**src/rtl/seven_seg_pkg.sv**
```systemverilog
// Shared seven-segment definitions: active-low segment patterns (bit0 = a .. bit6 = g)
// and the capture FSM state type, used by both the display decoder and the capture block.
package seven_seg_pkg;

  localparam logic [6:0] SEG_0     = 7'b1000000;
  localparam logic [6:0] SEG_1     = 7'b1111001;
  localparam logic [6:0] SEG_2     = 7'b0100100;
  localparam logic [6:0] SEG_3     = 7'b0110000;
  localparam logic [6:0] SEG_4     = 7'b0011001;
  localparam logic [6:0] SEG_5     = 7'b0010010;
  localparam logic [6:0] SEG_6     = 7'b0000010;
  localparam logic [6:0] SEG_7     = 7'b1111000;
  localparam logic [6:0] SEG_8     = 7'b0000000;
  localparam logic [6:0] SEG_9     = 7'b0010000;
  localparam logic [6:0] SEG_A     = 7'b0001000;
  localparam logic [6:0] SEG_B     = 7'b0000011;
  localparam logic [6:0] SEG_C     = 7'b1000110;
  localparam logic [6:0] SEG_D     = 7'b0100001;
  localparam logic [6:0] SEG_E     = 7'b0000110;
  localparam logic [6:0] SEG_F     = 7'b0001110;
  localparam logic [6:0] SEG_BLANK = 7'b1111111;

  typedef enum logic [1:0] {
    ST_IDLE   = 2'd0,
    ST_SETTLE = 2'd1,
    ST_HELD   = 2'd2
  } state_t;

endpackage

```
**src/rtl/seven_seg_pattern_to_hex.sv**
```systemverilog
// Combinational inverse of the display decoder: active-low segment pattern back to a hex value.
module seven_seg_pattern_to_hex
  import seven_seg_pkg::*;
(
  input  logic [6:0] segs,
  output logic [3:0] value,
  output logic       legal,
  output logic       is_blank
);

  always_comb begin
    value = 4'h0;
    legal = 1'b1;
    case (segs)
      SEG_0:   value = 4'h0;
      SEG_1:   value = 4'h1;
      SEG_2:   value = 4'h2;
      SEG_3:   value = 4'h3;
      SEG_4:   value = 4'h4;
      SEG_5:   value = 4'h5;
      SEG_6:   value = 4'h6;
      SEG_7:   value = 4'h7;
      SEG_8:   value = 4'h8;
      SEG_9:   value = 4'h9;
      SEG_A:   value = 4'hA;
      SEG_B:   value = 4'hB;
      SEG_C:   value = 4'hC;
      SEG_D:   value = 4'hD;
      SEG_E:   value = 4'hE;
      SEG_F:   value = 4'hF;
      default: legal = 1'b0;
    endcase
    is_blank = (segs == SEG_BLANK);
  end

endmodule

```
**src/rtl/seven_seg_capture.sv**
```systemverilog
// Captures the digit shown on each position of a multiplexed active-low seven-segment bus
// once the strobe window has held steady for STABLE_CYCLES synchronised cycles.
module seven_seg_capture
  import seven_seg_pkg::*;
#(
  parameter int DIGITS        = 4,
  parameter int STABLE_CYCLES = 4
) (
  input  logic                  clk,
  input  logic                  reset,
  input  logic [6:0]            segs,
  input  logic [DIGITS-1:0]     an,
  output logic [4*DIGITS-1:0]   digits,
  output logic [DIGITS-1:0]     digit_valid,
  output logic [DIGITS-1:0]     blank,
  output logic                  update,
  output logic [2:0]            update_pos,
  output logic                  bad_pattern,
  output state_t                state_dbg
);

  localparam int         SW       = DIGITS + 7;
  localparam logic [7:0] STABLE_C = 8'(STABLE_CYCLES);

  logic [SW-1:0]     sync1, sync2, s_prev;
  logic [DIGITS-1:0] an_s, lit;
  logic [6:0]        seg_s;
  logic [2:0]        pos;
  logic              one_hot, changed, settle_done, capture;
  logic [7:0]        cnt, cnt_nxt, cnt_inc;
  state_t            state, state_nxt;
  logic [3:0]        dec_value;
  logic              dec_legal, dec_blank;

  // Synchroniser idles at all-ones so reset looks like a dark, unstrobed bus.
  always_ff @(posedge clk or posedge reset) begin
    if (reset) begin
      sync1 <= '1;
      sync2 <= '1;
    end else begin
      sync1 <= {an, segs};
      sync2 <= sync1;
    end
  end

  assign an_s    = sync2[SW-1:7];
  assign seg_s   = sync2[6:0];
  assign lit     = ~an_s;
  assign changed = (sync2 != s_prev);
  assign cnt_inc = cnt + 8'd1;
  assign settle_done = (cnt_inc >= STABLE_C);

  always_comb begin
    int n_low;
    n_low = 0;
    pos   = 3'd0;
    for (int i = 0; i < DIGITS; i++) begin
      if (lit[i]) begin
        n_low = n_low + 1;
        pos   = 3'(i);
      end
    end
    one_hot = (n_low == 1);
  end

  // State register, run counter and previous-sample copy for change detection.
  always_ff @(posedge clk or posedge reset) begin
    if (reset) begin
      state  <= ST_IDLE;
      cnt    <= 8'd0;
      s_prev <= '1;
    end else begin
      state  <= state_nxt;
      cnt    <= cnt_nxt;
      s_prev <= sync2;
    end
  end

  always_comb begin
    state_nxt = state;
    cnt_nxt   = cnt;
    if (changed) begin
      state_nxt = one_hot ? ST_SETTLE : ST_IDLE;
      cnt_nxt   = one_hot ? 8'd1 : 8'd0;
    end else begin
      case (state)
        ST_SETTLE: begin
          cnt_nxt = cnt_inc;
          if (settle_done) state_nxt = ST_HELD;
        end
        ST_HELD: if (cnt != 8'hFF) cnt_nxt = cnt_inc;
        default: ;
      endcase
    end
  end

  always_comb begin
    capture = (state == ST_SETTLE) && !changed && settle_done;
  end

  assign state_dbg = state;

  seven_seg_pattern_to_hex u_dec (
    .segs     (seg_s),
    .value    (dec_value),
    .legal    (dec_legal),
    .is_blank (dec_blank)
  );

  always_ff @(posedge clk or posedge reset) begin
    if (reset) begin
      digits      <= '0;
      digit_valid <= '0;
      blank       <= '0;
      update      <= 1'b0;
      update_pos  <= 3'd0;
      bad_pattern <= 1'b0;
    end else begin
      update <= capture;
      if (capture) begin
        update_pos <= pos;
        if (!dec_legal && !dec_blank) bad_pattern <= 1'b1;
      end
      for (int i = 0; i < DIGITS; i++) begin
        if (capture && lit[i]) begin
          digits[4*i +: 4] <= dec_legal ? dec_value : 4'h0;
          digit_valid[i]   <= dec_legal;
          blank[i]         <= dec_blank;
        end
      end
    end
  end

endmodule

```
**config.mk**
```make
export PLATFORM = sky130hd
export DESIGN_NAME = seven_seg_capture
export DESIGN_NICKNAME = d
export VERILOG_FILES = /design/src/rtl/seven_seg_pkg.sv /design/src/rtl/seven_seg_pattern_to_hex.sv /design/src/rtl/seven_seg_capture.sv
export SDC_FILE = /design/constraint.sdc
export NUM_CORES = 1
export LEC_CHECK = 0
export ABC_AREA = 1
export CAP_MARGIN = 20
export CORE_MARGIN = 10
export CORE_UTILIZATION = 30
export CTS_BUF_LIST = sky130_fd_sc_hd__clkbuf_8 sky130_fd_sc_hd__clkbuf_16
export CTS_CLUSTER_DIAMETER = 120
export CTS_CLUSTER_SIZE = 12
export DETAILED_ROUTE_END_ITERATION = 12
export GPL_TIMING_DRIVEN = 0
export HOLD_SLACK_MARGIN = 0.15
export PLACE_DENSITY = 0.61
export SETUP_SLACK_MARGIN = 0.4
export SYNTH_ARGS = -nofsm -noshare
export SYNTH_HDL_FRONTEND = slang
export SYNTH_SLANG_ARGS = --single-unit
```
**constraint.sdc**
```tcl
create_clock -name clk -period 2 [get_ports clk]
set_input_delay 0.3 -clock clk [delete_from_list [all_inputs] [get_ports clk]]
set_output_delay 0.3 -clock clk [all_outputs]
set_load 0.02 [all_outputs]
```
Word level (Yosys, flattened, before mapping)
Index checks and enable logic that the tools add are counted.
{"block": "word_totals", "ff_bits": 72, "latch_bits": 0, "ram_bits": 0, "mem_bits_ro": 0, "input_bits": 13, "output_inout_bits": 31, "wordCells": 84, "memories": 0}
{"block": "op_classes", "add_sub_neg": 4, "n_mul": 0, "n_div": 0, "n_lt_le_gt_ge": 1, "eq_ne": 22, "n_shift": 0, "muxes": 18, "bitwise_logic": 1, "reduce_logical": 18}
{"op": "32-bit by 2-bit adder with 32-bit output (second input constant)", "n": 3}
{"op": "32-bit two-way mux", "n": 3}
{"op": "4-bit case mux with 15 select lines", "n": 1}
{"op": "7-bit equality test (second input constant)", "n": 5}
{"op": "32-bit by 2-bit equality test with 1-bit output (second input constant)", "n": 1}
{"op": "7-bit by 5-bit equality test with 1-bit output (second input constant)", "n": 3}
{"op": "7-bit by 6-bit equality test with 1-bit output (second input constant)", "n": 3}
{"op": "8-bit two-way mux", "n": 2}
{"op": "8-bit case mux with 2 select lines", "n": 1}
{"op": "16-bit OR reduction", "n": 1}
{"op": "7-bit by 2-bit equality test with 1-bit output (second input constant)", "n": 2}
{"op": "7-bit by 4-bit equality test with 1-bit output (second input constant)", "n": 2}
{"op": "11-bit inequality test", "n": 1}
{"op": "8-bit by 1-bit adder with 8-bit output (second input constant)", "n": 1}
{"op": "8-bit by 3-bit >= comparator with 1-bit output (second input constant)", "n": 1}
{"op": "8-bit inequality test (second input constant)", "n": 1}
{"op": "7-bit by 3-bit equality test with 1-bit output (second input constant)", "n": 1}
{"op": "1-bit logical AND", "n": 7}
{"op": "7-bit zero test", "n": 1}
{"op": "2-bit two-way mux", "n": 3}
{"op": "3-bit two-way mux", "n": 2}
{"op": "2-bit AND reduction", "n": 3}
{"op": "1-bit two-way mux", "n": 5}
{"op": "4-bit two-way mux", "n": 1}
{"op": "7 further kinds", "n": 10}

Logic depth before layout (Yosys ltp)
{"block": "logic_depth", "ltp_word": 11, "ltp_mapped": 13, "depth_no_buf": 13}

Modules after synthesis
Synthesis repeated with hierarchy kept, for this count alone.
{"block": "unflattened", "cells_unflattened": 419, "hier_area_um2": 3547.2}
{"mod": "seven_seg_capture", "n_inst": 1, "cells_each": 342, "area_each_um2": 3205.6, "seq_area_each_um2": 1818.0}
{"mod": "seven_seg_pattern_to_hex", "n_inst": 1, "cells_each": 77, "area_each_um2": 341.6, "seq_area_each_um2": 0.0}

Worst setup path before layout
Ideal clock, no wire load.
{"block": "synth_timing", "kind": "flip-flop to flip-flop", "start": "register sync2[7]", "end": "register cnt[0]", "setup_ns": 0.065, "t_arrival_ns": 1.932, "required_time_ns": 1.935, "slack_ns": 0.003, "path_stages_with_launch": 13, "n_path_buf": 0, "synth_period_minus_slack_ns": 1.997, "path_cell_list": "dfstp_2 clkinv_1 ha_1 inv_1 nand2_1 nand2_1 inv_1 ha_1 o22ai_1 nand3_1 nand2_1 nand2_1 nand2_1"}
{"block": "synth_between", "elab_chain_len": 11, "elab_cells_between_ends": 15, "cone_classes": "3 x add/sub; 3 x eq/ne; 6 x mux; 1 x bitwise; 2 x reduce/logical"}
{"item": "start: declaration", "line_no": "seven_seg_capture.sv:25", "text": "logic [SW-1:0] sync1, sync2, s_prev;"}
{"item": "start signal: assignment", "line_no": "seven_seg_capture.sv:42", "text": "sync2 <= sync1;"}
{"item": "4-bit NOT", "line_no": "seven_seg_capture.sv:48", "text": "assign lit = ~an_s;"}
{"item": "1-bit two-way mux", "line_no": "seven_seg_capture.sv:58", "text": "if (lit[i]) begin"}
{"item": "32-bit by 2-bit adder with 32-bit output", "line_no": "seven_seg_capture.sv:59", "text": "n_low = n_low + 1;"}
{"item": "32-bit two-way mux", "line_no": "seven_seg_capture.sv:58"}
{"item": "32-bit by 2-bit adder with 32-bit output", "line_no": "seven_seg_capture.sv:59"}
{"item": "32-bit two-way mux", "line_no": "seven_seg_capture.sv:58"}
{"item": "32-bit by 2-bit adder with 32-bit output", "line_no": "seven_seg_capture.sv:59"}
{"item": "32-bit two-way mux", "line_no": "seven_seg_capture.sv:58"}
{"item": "32-bit by 2-bit equality test with 1-bit output", "line_no": "seven_seg_capture.sv:63", "text": "one_hot = (n_low == 1);"}
{"item": "1-bit two-way mux", "line_no": "seven_seg_capture.sv:84", "text": "cnt_nxt = one_hot ? 8'd1 : 8'd0;"}
{"item": "8-bit two-way mux", "line_no": "seven_seg_capture.sv:82", "text": "if (changed) begin"}
{"item": "end signal: assignment", "line_no": "seven_seg_capture.sv:74", "text": "cnt <= cnt_nxt;"}
{"item": "end: declaration", "line_no": "seven_seg_capture.sv:30", "text": "logic [7:0] cnt, cnt_nxt, cnt_inc;"}
Several ways; a longest one is shown, not always the timed one.
A chain may end at the register's enable or synchronous reset.

Worst setup path after layout
Ends and elaborated chain as after synthesis.

==> flow_summary.toml <==
[drt]
routed_via_density = 4.584
wl_per_cell_um = 12.80
routed-via-count = 2865
wl_mm = 7.999
drc = 0
dr.first_iter.drc_count = 142
ant_nets = 0
first_pass_iters = 4

[synthesis]
syn_area_mm2 = 0.003371
syn_avg_cell_area_um2 = 8.512
ys_warn_count = 0
syn_inst = 396
ys_types = 31
ys_seq_elements = 71
yosysSeqAreaShare_pct = 53.93
synth_nets = 414

[critical_path]
reg2reg_to = "cnt[0]$_DFFE_PP0P_"
critical_path_class = "flop to flop"
crit_fanout = 3
cp-start-kind = "flop"
end_kind = "flop"
reg2reg_from = "sync2[7]$_DFF_PP1_"
critical_path_required_ns = 2.22
ff2ff_path_depth = 12
r2r_slack_ns = 0.14
crit_arrival_ns = 2.08

[cells_and_area]
layout_common_cells = "nand2_1, dfrtp_1, inv_1, dfstp_2"
fin_nets = 498
fin_util_pct = 44.19
synthToLayoutAreaGrowth_pct = 43.36
mostFrequentLayoutCell = "nand2_1"
n_fill_cell = 1042
drive_above_1_share_pct = 31.55
antennaDiodeCount = 0

[timing]
hold_viol = 0
fin_setup_tns_ns = 0
clock-skew-final_ns = 0.01192
setup_violations = 0
layout_min_cycle_time_ns = 1.855
tightestPinTransition_ns = 0.7604
maxSlewHeadroom_pct = 49.20
rsz0062_at_grt = "true"
fin_crit_sh_pct = 92.77
fmax_mhz = 539.0
maxSlewViolCount = 0

[hold_path]
hold_depth = 0
hold_start = "sync1[7]$_DFF_PP1_"
hold_path.class = "flop to flop"
holdPathEnd = "sync2[7]$_DFF_PP1_"

[cts]
clock-sinks = 71
clk_latency_ns = 0.33
postCtsHoldBufs = 0
path_clk_slew_ns = 0.05
cts_tree = "yes"
root_buffer = "clkbuf_16"
cts_buffers = 9
cts_buffer_depth = 2
htreeDepth = 3

[run_status]
status = "finished, final reports clean"

[global_route]
grt_pass1_vias = 2827
grt_pass1_wl_mm = 13.35
grt_use_total_pct = 9.970
gr-total-overflow = 0
grt_max_degree = 39
antenna_found_initial = 0

[power]
static-leakage-power_nw = 2.544
ir_drop_mv = 0.3524
p_per_area_mw_per_mm2 = 731.4

[floorplanning]
die-area_mm2 = 0.01588
coreArea_mm2 = 0.01094
die_h_um = 126
die_w_um = 126
num_rows = 38
start_util_pct = 30.82
io_pins = 44

[placed_design]
hpwl_mm = 5.556
port-buffer-count = 42
place_congestion = 0.8763

[job]
maxCapViolCount = 0
==> state kept, by name, summed over array words and instances, names as in the netlist <==
register / flops
digits: 16
s_prev: 11
sync1: 11
sync2: 11
cnt: 8
blank: 4
digit_valid: 4
state_dbg: 2
update_pos: 2
bad_pattern: 1
update: 1
==> cell type report <==
class                           count  area (um^2)  area share, %
Timing Repair Buffer               72        693.2          14.34
Buffer                              8        72.57          1.502
Clock buffer                       11        275.3          5.697
Multi-Input combinational cell    274         1563          32.34
Tap cell                          140        175.2          3.625
Inverter                           44        178.9          3.703
Clock inverter                      5        55.05          1.139
Sequential cell                    71         1819          37.65
==> repair_timing <==
action | in CTS | in global routing
pin swaps | 22 | 8
gates resized for setup | 85 | 18
setup endpoints to repair | 62 | 43
gates cloned | 1 | 2
buffers inserted | 20 | 7
==> report_power, final <==
| group | internal (W) | switching, W | total, W |
|---|---|---|---|
| Clock | 0.00111 | 0.000587 | 0.00170 |
| Combinational | 0.000118 | 0.000180 | 0.000298 |
| Sequential | 0.00151 | 0.0000323 | 0.00154 |
==> cell families (layout without fill, tap and decap cells) <==
logic type               Yosys count  after routing  synth area share [%]
AND/OR/NAND/NOR                  245            246                 32.78
XOR/XNOR                           6              6                 1.559
other                              1              1                0.1113
AO/OA/AOI/OAI                     16             16                 2.895
buffers and inverters             52            140                 6.867
flip-flops                        71             71                 53.93
adder cells (fa/ha/maj)            5              5                 1.856
==> per-layer routing <==
metal	up-vias	share of wire, %	track usage (%)
met2	70	48	16.18
met4	0	1.5	3.617
met1	1349	45	12.01
li1	1433	-	-
met5	-	0	0
met3	13	5.2	3.356
==> worst max-delay path by stage <==
stage	cells after the start	slack, ns	startpoint	end
floorplan	11	0.22	sync2[7]$_DFF_PP1_	cnt[0]$_DFFE_PP0P_
global placement	11	0.06	sync2[7]$_DFF_PP1_	cnt[0]$_DFFE_PP0P_
detailed placement	13	0.04	sync2[7]$_DFF_PP1_	cnt[0]$_DFFE_PP0P_
CTS	13	0.13	sync2[7]$_DFF_PP1_	cnt[0]$_DFFE_PP0P_
global route	14	0.08	sync2[7]$_DFF_PP1_	cnt[0]$_DFFE_PP0P_
finish	12	0.14	sync2[7]$_DFF_PP1_	cnt[0]$_DFFE_PP0P_
==> per-stage QoR <==
step	total power (W)	setup WS (ns)	cell area (um^2)	cells	hold WS [ns]
4_1_cts	0.003576	0.1290	4705	616	0.3550
5_1_grt	0.003682	0.07829	4832	625	0.3560
6_report	0.003534	0.1446	4832	625	0.3548
3_5_place_dp	0.001779	0.03703	4008	579	0.3468
2_1_floorplan	0.001699	0.2167	3392	396	0.3045
3_3_place_gp	0.001768	0.06163	3988	578	0.3454
==> Yosys cell counts <==
master    instances  share of area [%]
nand3_2           4                1.2
buf_6             3                1.0
nand3_1          23                3.4
a21oi_1           2               0.30
buf_4             3               0.67
nor2_1           33                3.7
nand4_1          24                4.5
dfrtp_1          38                 28
o21ai_2           1               0.26
nor2_4            2               0.67
o22ai_1           1               0.19
dfstp_2          33                 26
nor2_8            1               0.59
clkinv_1          2               0.22
inv_2             4               0.45
and2_1            1               0.19
nand2_1         147                 16
o31ai_1           3               0.67
conb_1            1               0.11
ha_1              5                1.9
xnor2_1           4                1.0
o21ai_0           6               0.89
nor2_2            5               0.93
nand2_4           1               0.33
a211oi_1          2               0.45
inv_1            38                4.2
nand3_4           1               0.52
o21ai_1           1               0.15
nor3_1            3               0.45
xor2_1            2               0.52
buf_2             2               0.30
==> worst max-delay path, stage by stage (launching register included) <==
cell and delay, ns:
dfstp_2 0.56, buf_12 0.11, inv_8 0.03, ha_4 0.27
nand2_2 0.05, nand2_2 0.09, inv_2 0.05, ha_4 0.25
o22ai_2 0.07, nand3_2 0.11, nand2_1 0.05, nand2_1 0.05
nand2_1 0.04
Power figures use the tool's default switching activity.
